[src/rtl/systolic_tile_ctrl.sv]
// Tile-pass sequencer for an output-stationary ROWS x COLS systolic array.
// Issues the accumulator clear, walks the skewed injection wavefront, waits
// for the array to drain, then raises the tile-result-valid flag.

// One injection lane: valid while the wavefront index covers this lane's
// K-long window, which starts LANE steps late to produce the skew.
module systolic_tile_lane #(
  parameter int LANE = 0,
  parameter int KW   = 9,
  parameter int SW   = 9
) (
  input  logic          i_feed,
  input  logic [SW-1:0] i_t,
  input  logic [KW-1:0] i_k,
  output logic          o_valid
);
  logic [31:0] w_t, w_lo, w_hi;
  assign w_t     = 32'(i_t);
  assign w_lo    = 32'(LANE);
  assign w_hi    = 32'(LANE) + 32'(i_k);
  assign o_valid = i_feed && (w_t >= w_lo) && (w_t < w_hi);
endmodule

module systolic_tile_ctrl #(
  parameter int ROWS  = 4,
  parameter int COLS  = 4,
  parameter int K_MAX = 256,
  parameter int KW    = $clog2(K_MAX+1),
  parameter int SW    = $clog2(K_MAX+ROWS+COLS)
) (
  input  logic            clk_i,
  input  logic            rst_async_n_i,
  input  logic            start_i,
  input  logic [KW-1:0]   k_len_i,
  input  logic            feed_stall_i,
  output logic            busy_o,
  output logic            clear_acc_o,
  output logic [ROWS-1:0] row_valid_o,
  output logic [COLS-1:0] col_valid_o,
  output logic [SW-1:0]   step_o,
  output logic            done_o,
  output logic            result_valid_o
);
  localparam int MAXRC   = (ROWS > COLS) ? ROWS : COLS;
  // A 1x1 array has nothing to drain but still spends one cycle in DRAIN.
  localparam int DRAIN_N = (ROWS + COLS - 2 > 0) ? (ROWS + COLS - 2) : 1;
  localparam int DW      = $clog2(DRAIN_N + 1);

  typedef enum logic [2:0] {S_IDLE, S_CLEAR, S_FEED, S_DRAIN, S_DONE} state_t;

  state_t        r_state;
  logic [KW-1:0] r_k;
  logic [SW-1:0] r_t;
  logic [DW-1:0] r_dcnt;
  logic          r_busy, r_clear, r_done, r_result_valid;

  logic [KW-1:0] w_k_clamp;
  logic [SW:0]   w_t_total;   // T = K + max(ROWS,COLS) - 1 feed steps
  logic [SW:0]   w_t_next;
  logic          w_feed;

  assign w_k_clamp = (k_len_i > KW'(K_MAX)) ? KW'(K_MAX) : k_len_i;
  assign w_t_total = (SW+1)'(r_k) + (SW+1)'(MAXRC - 1);
  assign w_t_next  = {1'b0, r_t} + (SW+1)'(1);
  assign w_feed    = (r_state == S_FEED);

  // Pass sequencing; control outputs are registered alongside the state.
  always_ff @(posedge clk_i or negedge rst_async_n_i) begin
    if (!rst_async_n_i) begin
      r_state        <= S_IDLE;
      r_k            <= '0;
      r_t            <= '0;
      r_dcnt         <= '0;
      r_busy         <= 1'b0;
      r_clear        <= 1'b0;
      r_done         <= 1'b0;
      r_result_valid <= 1'b0;
    end else begin
      r_clear <= 1'b0;
      r_done  <= 1'b0;
      case (r_state)
        S_IDLE: begin
          if (start_i) begin
            r_k            <= w_k_clamp;
            r_t            <= '0;
            r_result_valid <= 1'b0;
            r_busy         <= 1'b1;
            r_clear        <= 1'b1;
            r_state        <= S_CLEAR;
          end
        end
        S_CLEAR: begin
          r_t    <= '0;
          r_dcnt <= '0;
          if (r_k != '0) begin
            r_state <= S_FEED;
          end else begin
            r_done         <= 1'b1;
            r_result_valid <= 1'b1;
            r_state        <= S_DONE;
          end
        end
        S_FEED: begin
          // The last step keeps t at T-1 so step_o never exceeds its width.
          if (!feed_stall_i) begin
            if (w_t_next == w_t_total) begin
              r_dcnt  <= '0;
              r_state <= S_DRAIN;
            end else begin
              r_t <= r_t + SW'(1);
            end
          end
        end
        S_DRAIN: begin
          if (r_dcnt == DW'(DRAIN_N - 1)) begin
            r_done         <= 1'b1;
            r_result_valid <= 1'b1;
            r_state        <= S_DONE;
          end else begin
            r_dcnt <= r_dcnt + DW'(1);
          end
        end
        S_DONE: begin
          r_busy  <= 1'b0;
          r_state <= S_IDLE;
        end
        default: begin
          r_busy  <= 1'b0;
          r_state <= S_IDLE;
        end
      endcase
    end
  end

  // Per-lane skewed masks, decoded only from registered t/K/state.
  for (genvar gr = 0; gr < ROWS; gr++) begin : g_row
    systolic_tile_lane #(.LANE(gr), .KW(KW), .SW(SW)) u_lane (
      .i_feed(w_feed), .i_t(r_t), .i_k(r_k), .o_valid(row_valid_o[gr])
    );
  end
  for (genvar gc = 0; gc < COLS; gc++) begin : g_col
    systolic_tile_lane #(.LANE(gc), .KW(KW), .SW(SW)) u_lane (
      .i_feed(w_feed), .i_t(r_t), .i_k(r_k), .o_valid(col_valid_o[gc])
    );
  end

  assign busy_o         = r_busy;
  assign clear_acc_o    = r_clear;
  assign done_o         = r_done;
  assign result_valid_o = r_result_valid;
  assign step_o         = r_t;
endmodule
[config.mk]
export PLATFORM = sky130hd
export DESIGN_NAME = systolic_tile_ctrl
export DESIGN_NICKNAME = d
export VERILOG_FILES = /design/src/rtl/systolic_tile_ctrl.sv
export SDC_FILE = /design/constraint.sdc
export NUM_CORES = 1
export LEC_CHECK = 0
export ABC_AREA = 1
export CAP_MARGIN = 20
export CORE_UTILIZATION = 62
export CTS_CLUSTER_DIAMETER = 200
export DETAILED_ROUTE_END_ITERATION = 16
export HOLD_SLACK_MARGIN = 0.1
export PLACE_DENSITY = 0.85
export RECOVER_POWER = 100
export SYNTH_ARGS = -nofsm -noshare
export SYNTH_HDL_FRONTEND = slang
export SYNTH_SLANG_ARGS = --single-unit
[constraint.sdc]
create_clock -name clk_i -period 5.6 [get_ports clk_i]
set_input_delay 1.12 -clock clk_i [delete_from_list [all_inputs] [get_ports clk_i]]
set_output_delay 1.12 -clock clk_i [all_outputs]
set_load 0.02 [all_outputs]
# After elaboration in Yosys (flattened, before gate mapping)
# Cells that the tools add are included.
[totals]
regBits = 28
mem_bits_rw = 0
rom_bits = 0
latchBits = 0
wordCells = 83
in_bits = 13
out_inout_bits = 21
memories = 0
[classes]
div = 0
n_lt_le_gt_ge = 9
shift = 0
mul = 0
mux = 26
addsub = 7
eq_ne = 12
reduce_logical = 20
bitwise_logic = 1
[op_table]
columns = ["cell", "n"]
rows = [
  ["$lt A9 B32 Y1", 3],
  ["$mux W9", 4],
  ["$pmux W9 S3", 1],
  ["$mux W3", 8],
  ["$add A2 B9 Y10 const A", 2],
  ["$ge A9 B1 Y1 const B", 2],
  ["$ge A9 B2 Y1 const B", 2],
  ["$reduce_and A4 Y1", 4],
  ["$ne A2 B2 Y1 const B", 7],
  ["$pmux W3 S4", 1],
  ["$add A1 B9 Y10 const A", 1],
  ["$add A9 B1 Y10 const B", 1],
  ["$add A9 B2 Y10 const B", 1],
  ["$eq A10 B10 Y1", 1],
  ["$add A9 B1 Y9 const B", 1],
  ["$gt A9 B9 Y1 const B", 1],
  ["$lt A9 B9 Y1", 1],
  ["$pmux W3 S3", 1],
  ["$reduce_bool A3 Y1", 3],
  ["$reduce_bool A9 Y1", 1],
  ["$logic_and A1 B1 Y1", 8],
  ["$mux W1", 8],
  ["$eq A3 B2 Y1 const B", 2],
  ["$pmux W1 S2", 2],
  ["8 further kinds", 9],
]

# Depth between registers and ports, before layout
# Gate-level depths: netlist of run 1.
[depth]
word_depth = 5
depth_mapped = 16
ltp_nobuf = 16

# Hierarchy
# Synthesis of run 1 repeated with hierarchy kept, for this count alone.
[hier_totals]
cells_unflattened = 755
hier_area_um2 = 4822.1
[modules_own_cells]
columns = ["module", "instances", "area_per_inst_um2", "cells_each", "seq_area_each_um2"]
rows = [
  ["systolic_tile_ctrl", 1, 2014.4, 289, 700.7],
  ["systolic_tile_lane (g_col[3].u_lane ...)", 2, 395.4, 63, 0.0],
  ["systolic_tile_lane (g_col[1].u_lane ...)", 2, 390.4, 64, 0.0],
  ["systolic_tile_lane (g_col[2].u_lane ...)", 2, 382.9, 66, 0.0],
  ["systolic_tile_lane (g_col[0].u_lane ...)", 2, 235.2, 40, 0.0],
]

# Worst setup path before layout of run 1
# Ideal clock, no wire load.
[synth_timing]
path_type = "register to output"
from = "reg r_k[2]"
to = "out col_valid_o[1]"
n_path_buf = 1
required_ps = 4480
arrival_ps = 2207
stages_incl_launch_ff = 17
path_slack_ps = 2273
path_cell_list = "dfrtp_1 > ha_1 > inv_1 > nor2_1 > nand2_1 > xor2_1 > nand2_1 > o21ai_0 > ha_1 > nand2_1 > inv_1 > nand4_1 > o211ai_1 > a21oi_1 > nor2_1 > nor2_1 > buf_4"
[synth_via]
elab_chain_len = 3
[synth_lines]
columns = ["item", "line_no", "source"]
rows = [
  ["start, declared", "52", "logic [KW-1:0] r_k;"],
  ["start signal, assigned", "84", "r_k <= w_k_clamp;"],
  ["$add A1 B9 Y10", "20", "assign w_hi = 32'(LANE) + 32'(i_k);"],
  ["$lt A9 B32 Y1", "21", "assign o_valid = i_feed && (w_t >= w_lo) && (w_t < w_hi);"],
  ["$logic_and A1 B1 Y1", "21", ""],
  ["end, declared", "39", "output logic [COLS-1:0] col_valid_o,"],
]
# Every way passes these cells.

# Worst setup path in the final report of run 1
[layout_timing]
from = "reg r_k[2]"
to = "out row_valid_o[1]"
[layout_via]
elab_chain_len = 3
[layout_lines]
columns = ["item", "line_no", "source"]
rows = [
  ["$add A1 B9 Y10", "20", ""],
  ["$lt A9 B32 Y1", "21", ""],
  ["$logic_and A1 B1 Y1", "21", ""],
  ["end, declared", "38", "output logic [ROWS-1:0] row_valid_o,"],
]
# Every way passes these cells.

==> qor.yml, run 1 <==
worst_setup_path:
  crit_chain: "ha_1, inv_1, nor2_1, nand2_1, xor2_1, nand2_1, o21ai_0, ha_1, nand2_1, inv_1, nand4_1, o211ai_1, a21oi_1, nor2_1, nor2_1, dlygate4sd3_1"
  cp_max_fo: 7
  crit_type: "reg -> out"
  cp_data_required_time_ns: 4.48
  r2r_slack_ns: 2.87
  r2r_start: "r_k[0]"
  critPathArrivalTime_ns: 3.29
  cp.buffers_inverters: 3
  critPathLaunch: "r_k[2]"
  r2r_cells: 14
  cp.depth: 16
  slowest_stage: "dlygate4sd3_1"
  endpoint_kind: "output port"
  cp_slowest_stage_delay_ns: 0.68
  start_kind: "flip-flop"
  cp_top_family: "buffers and inverters"
timing:
  hold_viol: 0
  rsz0062_at_grt: "false"
  tightest_slew_ns: 1.50
  finalCritPeriodShare_pct: 78.8
  max_freq_ghz: 0.227
  fin_crit_ns: 4.41
  relSlewSlack_pct: 0.0588
  timing.setup.tns_ns: 0
  finalSetupViolCount: 0
  slew_violations: 0
  skew_ns: 0.00251
clock_tree:
  clock_path_buffers: 2
  cts-resized-gates: 0
  root_buffer: "clkbuf_8"
  post_cts_buffers: 0
  cts_tree: "done"
  clkSlewWorstSetupHoldPaths_ns: 0.09
  cts_sinks: 28
  htree_num_levels: 1
  numCtsBuffers: 3
  cts_hold_buf: 0
  clk_latency_ns: 0.27
placement:
  dpl.cell_count: 531
  place_congestion: 0.963
  port_buffers: 33
  dp_hpwl_um: 5780
route:
  routed_via_density: 5.49
  drt_pre_antenna_iters: 5
  route.detailed.drc: 0
  drt-initial-drc-count: 258
  wl_um: 7410
  vias: 2929
  routedWlPerCell_um: 13.9
  antenna_left: 0
synth:
  syn-num-nets: 499
  synth-seq-cells: 28
  syn_area_mm2: 0.00306
  yosysTopAreaCell: "dfrtp_1"
  syn_inst: 442
  synth_warnings: 0
  synth_top_area_share_pct: 22.9
  yosys-top-cells-area: "dfrtp_1, ha_1, nand2_1, inv_1, nor2_1"
  syn_area_per_cell_um2: 6.92
  ys_types: 33
  synth_seq_area_share_pct: 22.9
run:
  max_cap_viol_count: 1
grt:
  antenna_found_initial: 0
  grt_pass1_wl_um: 12400
  grt_use_met1_pct: 39.6
  top_usage_layer: "met2"
  grt_pass1_vias: 2663
  met3_usage_pct: 1.39
  grt.met2_usage_pct: 54.0
  grt_max_degree: 29
  grt-ovfl-total: 0
  grt_use_total_pct: 30.3
floorplanning:
  core_area_mm2: 0.00472
  io_pins: 34
  die_area_mm2: 0.00522
  rows: 25
  die_x_um: 72.2
  die_h_um: 72.2
  start_util_pct: 64.7
cells_and_area:
  final_layout_size_suffix_gt1_share_pct: 6.21
  fin_cells: 534
  antenna_cells: 0
  area_delta_synth_final_pct: 11.1
  nets: 526
power:
  leakagePower_nw: 1.79
  p_int_mw: 0.635
  combPwrFrac_pct: 66.1
  p_seq_share_pct: 26.0
  powerDensity_mw_per_mm2: 403
  vdd_drop_max_uv: 327
  sw_frac_of_total_pct: 53.7
  clkPwrFrac_pct: 7.9
  p_switching_mw: 0.736
run_status:
  status: "finished, violations left"
  failed_checks: "max-capacitance violations"
worst_hold_path:
  min_from: "busy_o"
  holdPathStages: 2
  hold_class: "reg -> reg"
synth_stat cells:
master / count
a21oi_1: 23
a31oi_1: 2
buf_4: 9
clkbuf_1: 1
clkbuf_2: 2
dfrtp_1: 28
ha_1: 44
inv_1: 50
inv_2: 6
nand2_1: 122
nand2_2: 9
nand3_1: 22
nand3_2: 4
nand3_4: 2
nand3b_1: 1
nand4_1: 19
nor2_1: 44
nor2_2: 3
nor2_4: 3
nor2_8: 1
nor3_1: 4
nor3_2: 1
nor3_4: 1
nor4_1: 2
o211ai_1: 3
o21a_1: 2
o21ai_0: 16
o21ai_1: 1
o21bai_1: 3
o31ai_1: 1
or2_2: 1
xnor2_1: 3
xor2_1: 9
registers in the layout, indices dropped and copies added, names as in the netlist:
register        cells
busy_o              1
r_state             3
r_k                 9
r_dcnt              3
clear_acc_o         1
step_o              9
result_valid_o      1
done_o              1
power by group through the flow:
stage	Clock [mW]	Sequential, mW	Combinational, mW
after floorplan	0	0.342	0.717
after global placement	0	0.354	0.910
after detailed placement	0	0.357	0.935
after CTS	0.111	0.354	0.941
after global routing	0.119	0.364	1.03
final	0.108	0.356	0.906
cell type report:
| cell class | instances | area [µm²] |
|---|---|---|
| clock buffers | 3 | 41.3 |
| repair buffers | 34 | 334 |
| fillers | 394 | 1330 |
| inverters | 56 | 210 |
| multi-input cells | 346 | 2030 |
| flip-flops and latches | 28 | 701 |
| well taps | 67 | 83.8 |
path summary, 6_finish.rpt:
kind,to
min in group asynchronous,clear_acc_o
hold / removal,busy_o
max in group asynchronous,r_state[1]
setup / recovery,row_valid_o[1]
hold reg to reg,busy_o
setup reg to reg,step_o[1]
per-layer routing:
| metal | vias to the layer above | routed length, µm |
|---|---|---|
| met5 | - | 0 |
| met4 | 0 | 166 |
| met3 | 17 | 380 |
| met2 | 103 | 3530 |
| met1 | 1313 | 3330 |
| li1 | 1496 | - |
worst reg2reg max path, stage by stage (launching register included):
cell,delay (ns)
dfrtp_1,0.45
inv_1,0.28
ha_1,0.36
inv_1,0.07
nand2_1,0.12
nor2_1,0.05
nor2_1,0.16
nand2_1,0.08
nand2_1,0.06
nand3_1,0.13
nor2_4,0.11
nand3_1,0.26
nand3_1,0.38
nand2_1,0.09
nand2_1,0.07
cells by family after synthesis:
logic type | count (synthesis) | share of synthesized area [%]
DFF | 28 | 22.9
and+or+nand+nor | 239 | 36.9
buffers and inverters | 68 | 9.54
AOI/OAI and AO/OA | 51 | 9.17
adders and majority gates | 44 | 18.0
xor gates and xnor gates | 12 | 3.44
stage by stage:
step | utilization, % | hold WS, ns | area (µm²) | total power [mW] | setup slack, ns
6_report | 71.9 | 0.478 | 3400 | 1.37 | 1.19
3_5_place_dp | 71.9 | 0.462 | 3400 | 1.29 | 1.55
5_1_grt | 71.9 | 0.533 | 3400 | 1.51 | 0.929
2_1_floorplan | - | 0.466 | 3060 | 1.06 | 2.27
4_1_cts | 72.8 | 0.489 | 3440 | 1.41 | 1.24
3_3_place_gp | 71.9 | 0.463 | 3400 | 1.26 | 1.64
cell usage in the layout (no fill, tap or decap), types with 6 or more instances in the layout:
| cell | instances |
|---|---|
| xor2_1 | 9 |
| ha_1 | 44 |
| a21oi_1 | 23 |
| nand2_1 | 123 |
| dfrtp_1 | 28 |
| nor2_1 | 44 |
| nand3_1 | 26 |
| o21ai_0 | 16 |
| inv_1 | 50 |
| dlygate4sd3_1 | 23 |
| nand2_2 | 8 |
| inv_2 | 6 |
| nand4_1 | 19 |
| clkdlybuf4s50_1 | 10 |
No activity file was read; power rests on OpenSTA's default activity.
==> inputs of run 2 (changes only) <==
--- a/config.mk
+++ b/config.mk
@@ -7,11 +7,11 @@
 export LEC_CHECK = 0
 export ABC_AREA = 1
 export CAP_MARGIN = 20
-export CORE_UTILIZATION = 62
+export CORE_UTILIZATION = 52
 export CTS_CLUSTER_DIAMETER = 200
 export DETAILED_ROUTE_END_ITERATION = 16
 export HOLD_SLACK_MARGIN = 0.1
-export PLACE_DENSITY = 0.85
+export PLACE_DENSITY = 0.76
 export RECOVER_POWER = 100
 export SYNTH_ARGS = -nofsm -noshare
 export SYNTH_HDL_FRONTEND = slang
==> constraint.sdc (replaced) <==
create_clock -name clk_i -period 4 [get_ports clk_i]
set_input_delay 0.8 -clock clk_i [delete_from_list [all_inputs] [get_ports clk_i]]
set_output_delay 0.8 -clock clk_i [all_outputs]
set_load 0.02 [all_outputs]
==> qor.yml, run 2 (synthesis gave the netlist of run 1 again) <==
run_status:
  status: "finished, violations left"
  failed_checks: "max-capacitance violations, max-slew violations"
clock_tree:
  clkSlewWorstSetupHoldPaths_ns: 0.09
  cts_sinks: 28
  cts_hold_buf: 0
  post_cts_buffers: 0
  cts_tree: "done"
  clock_path_buffers: 2
  clk_latency_ns: 0.28
  root_buffer: "clkbuf_8"
  numCtsBuffers: 3
  htree_num_levels: 1
route:
  route.detailed.drc: 0
  routed_via_density: 5.41
  vias: 2922
  routedWlPerCell_um: 13.9
  drt_pre_antenna_iters: 4
  wl_um: 7500
  drt-initial-drc-count: 189
  antenna_left: 0
timing:
  slew_violations: 28
  max_freq_ghz: 0.280
  skew_ns: 0.00730
  fin_hold_ws_ns: 0.482
  hold_viol: 0
  timing.setup.tns_ns: 0
  finalSetupViolCount: 0
  fin_crit_ns: 3.57
  tightest_slew_ns: 1.50
  relSlewSlack_pct: -0.173
  rsz0062_at_grt: "false"
  finalCritPeriodShare_pct: 89.2
floorplanning:
  core_area_mm2: 0.00557
  start_util_pct: 54.8
  rows: 27
  die_x_um: 78.7
  io_pins: 34
  die_h_um: 78.7
  die_area_mm2: 0.00619
worst_setup_path:
  endpoint_kind: "output port"
  r2r_start: "step_o[1]"
  critPathLaunch: "r_k[0]"
  cp_data_required_time_ns: 3.20
  cp.buffers_inverters: 4
  slowest_stage: "dfrtp_1"
  r2r_slack_ns: 1.27
  cp_max_fo: 9
  cp_top_family: "simple AND/OR/NAND/NOR gates"
  critPathArrivalTime_ns: 2.77
  cp_slowest_stage_delay_ns: 0.49
  crit_chain: "inv_2, ha_1, nor2_8, nand3_1, nand2_1, inv_2, ha_1, nand2_1, inv_1, nand4_1, o211ai_1, a21oi_1, nor2_1, nor2_1, clkbuf_1"
  start_kind: "flip-flop"
  r2r_cells: 13
  reg2reg_to: "step_o[3]"
  crit_type: "reg -> out"
worst_hold_path:
  min_from: "busy_o"
  holdPathStages: 2
  hold_end: "busy_o"
  hold_class: "reg -> reg"
power:
  vdd_drop_max_uv: 379
  powerDensity_mw_per_mm2: 571
  leakagePower_nw: 1.76
cells_and_area:
  mostFrequentLayoutCells: "nand2_1, inv_1, ha_1"
  final_layout_size_suffix_gt1_share_pct: 6.84
  area_delta_synth_final_pct: 10.7
  antenna_cells: 0
  nets: 526
  layout_commonest_cell: "nand2_1"
  nFillCells: 540
grt:
  top_usage_layer: "met2"
  met3_usage_pct: 2.56
  grt-ovfl-total: 0
  antenna_found_initial: 0
  grt_pass1_vias: 2728
  grt.met2_usage_pct: 43.7
  grt_max_degree: 29
  grt_pass1_wl_um: 12600
  grt_use_total_pct: 26.1
  grt_use_met1_pct: 34.2
placement:
  place_congestion: 0.979
  port_buffers: 33
  dp_hpwl_um: 5900
run:
  max_cap_viol_count: 1
-- run 2: cell types whose count changed in the layout (fill, tap and decap cells not counted), sizes merged --
cell / change
dlygate4sd3: -6
clkinv: +1
inv: -1
clkbuf: +7
-- run 2: layout make-up --
cell class | instances | area [µm²] | share of cell area (%)
clock buffers | 4 | 55.1 | 1.63
inverters | 56 | 210 | 6.21
multi-input cells | 346 | 2030 | 60.0
flip-flops and latches | 28 | 702 | 20.7
well taps | 72 | 90.1 | 2.66
repair buffers | 34 | 297 | 8.76
-- run 2: stage by stage --
step / cells / util [%] / setup WS [ns] / power (mW) / cell area [µm²]
3_3_place_gp: 536 / 61.1 / 0.325 / 1.79 / 3400
5_1_grt: 540 / 60.7 / 0.208 / 2.14 / 3380
4_1_cts: 540 / 62.1 / 0.0514 / 2.00 / 3460
2_1_floorplan: 442 / - / 0.993 / 1.48 / 3060
6_report: 540 / 60.7 / 0.432 / 1.93 / 3380
3_5_place_dp: 536 / 61.1 / 0.291 / 1.81 / 3400
-- run 2: repair_timing --
item                                    4_1_cts  5_1_grt
endpoints found under the setup margin        4        6
hold endpoints to repair                      0        0
resized for setup                             2        7
-- run 2: power by group --
part,leakage [nW],internal (mW),switching (mW),total [mW]
combinational,1.36,0.445,0.811,1.26
clock,0.0288,0.0883,0.0896,0.178
sequential,0.370,0.364,0.134,0.499
-- run 2: how the worst max path moves through the flow --
stage | cells after the start | end
after floorplan | 16 | col_valid_o[1]
after global placement | 15 | row_valid_o[3]
after detailed placement | 15 | col_valid_o[3]
after CTS | 15 | col_valid_o[3]
after global routing | 16 | row_valid_o[1]
final | 15 | col_valid_o[3]
-- run 2: worst min-delay path, cell delays in order (launching register included) --
cell and delay, ns:
dfrtp_1 0.35, nand2_1 0.05, nand2_1 0.05
-- run 2: metal layers --
metal | up-vias | share of wire [%] | routed length [µm]
met1 | 1324 | 46 | 3480
li1 | 1492 | - | -
met2 | 88 | 46 | 3460
met4 | 0 | 2.5 | 191
met5 | - | 0 | 0
met3 | 18 | 5.0 | 377
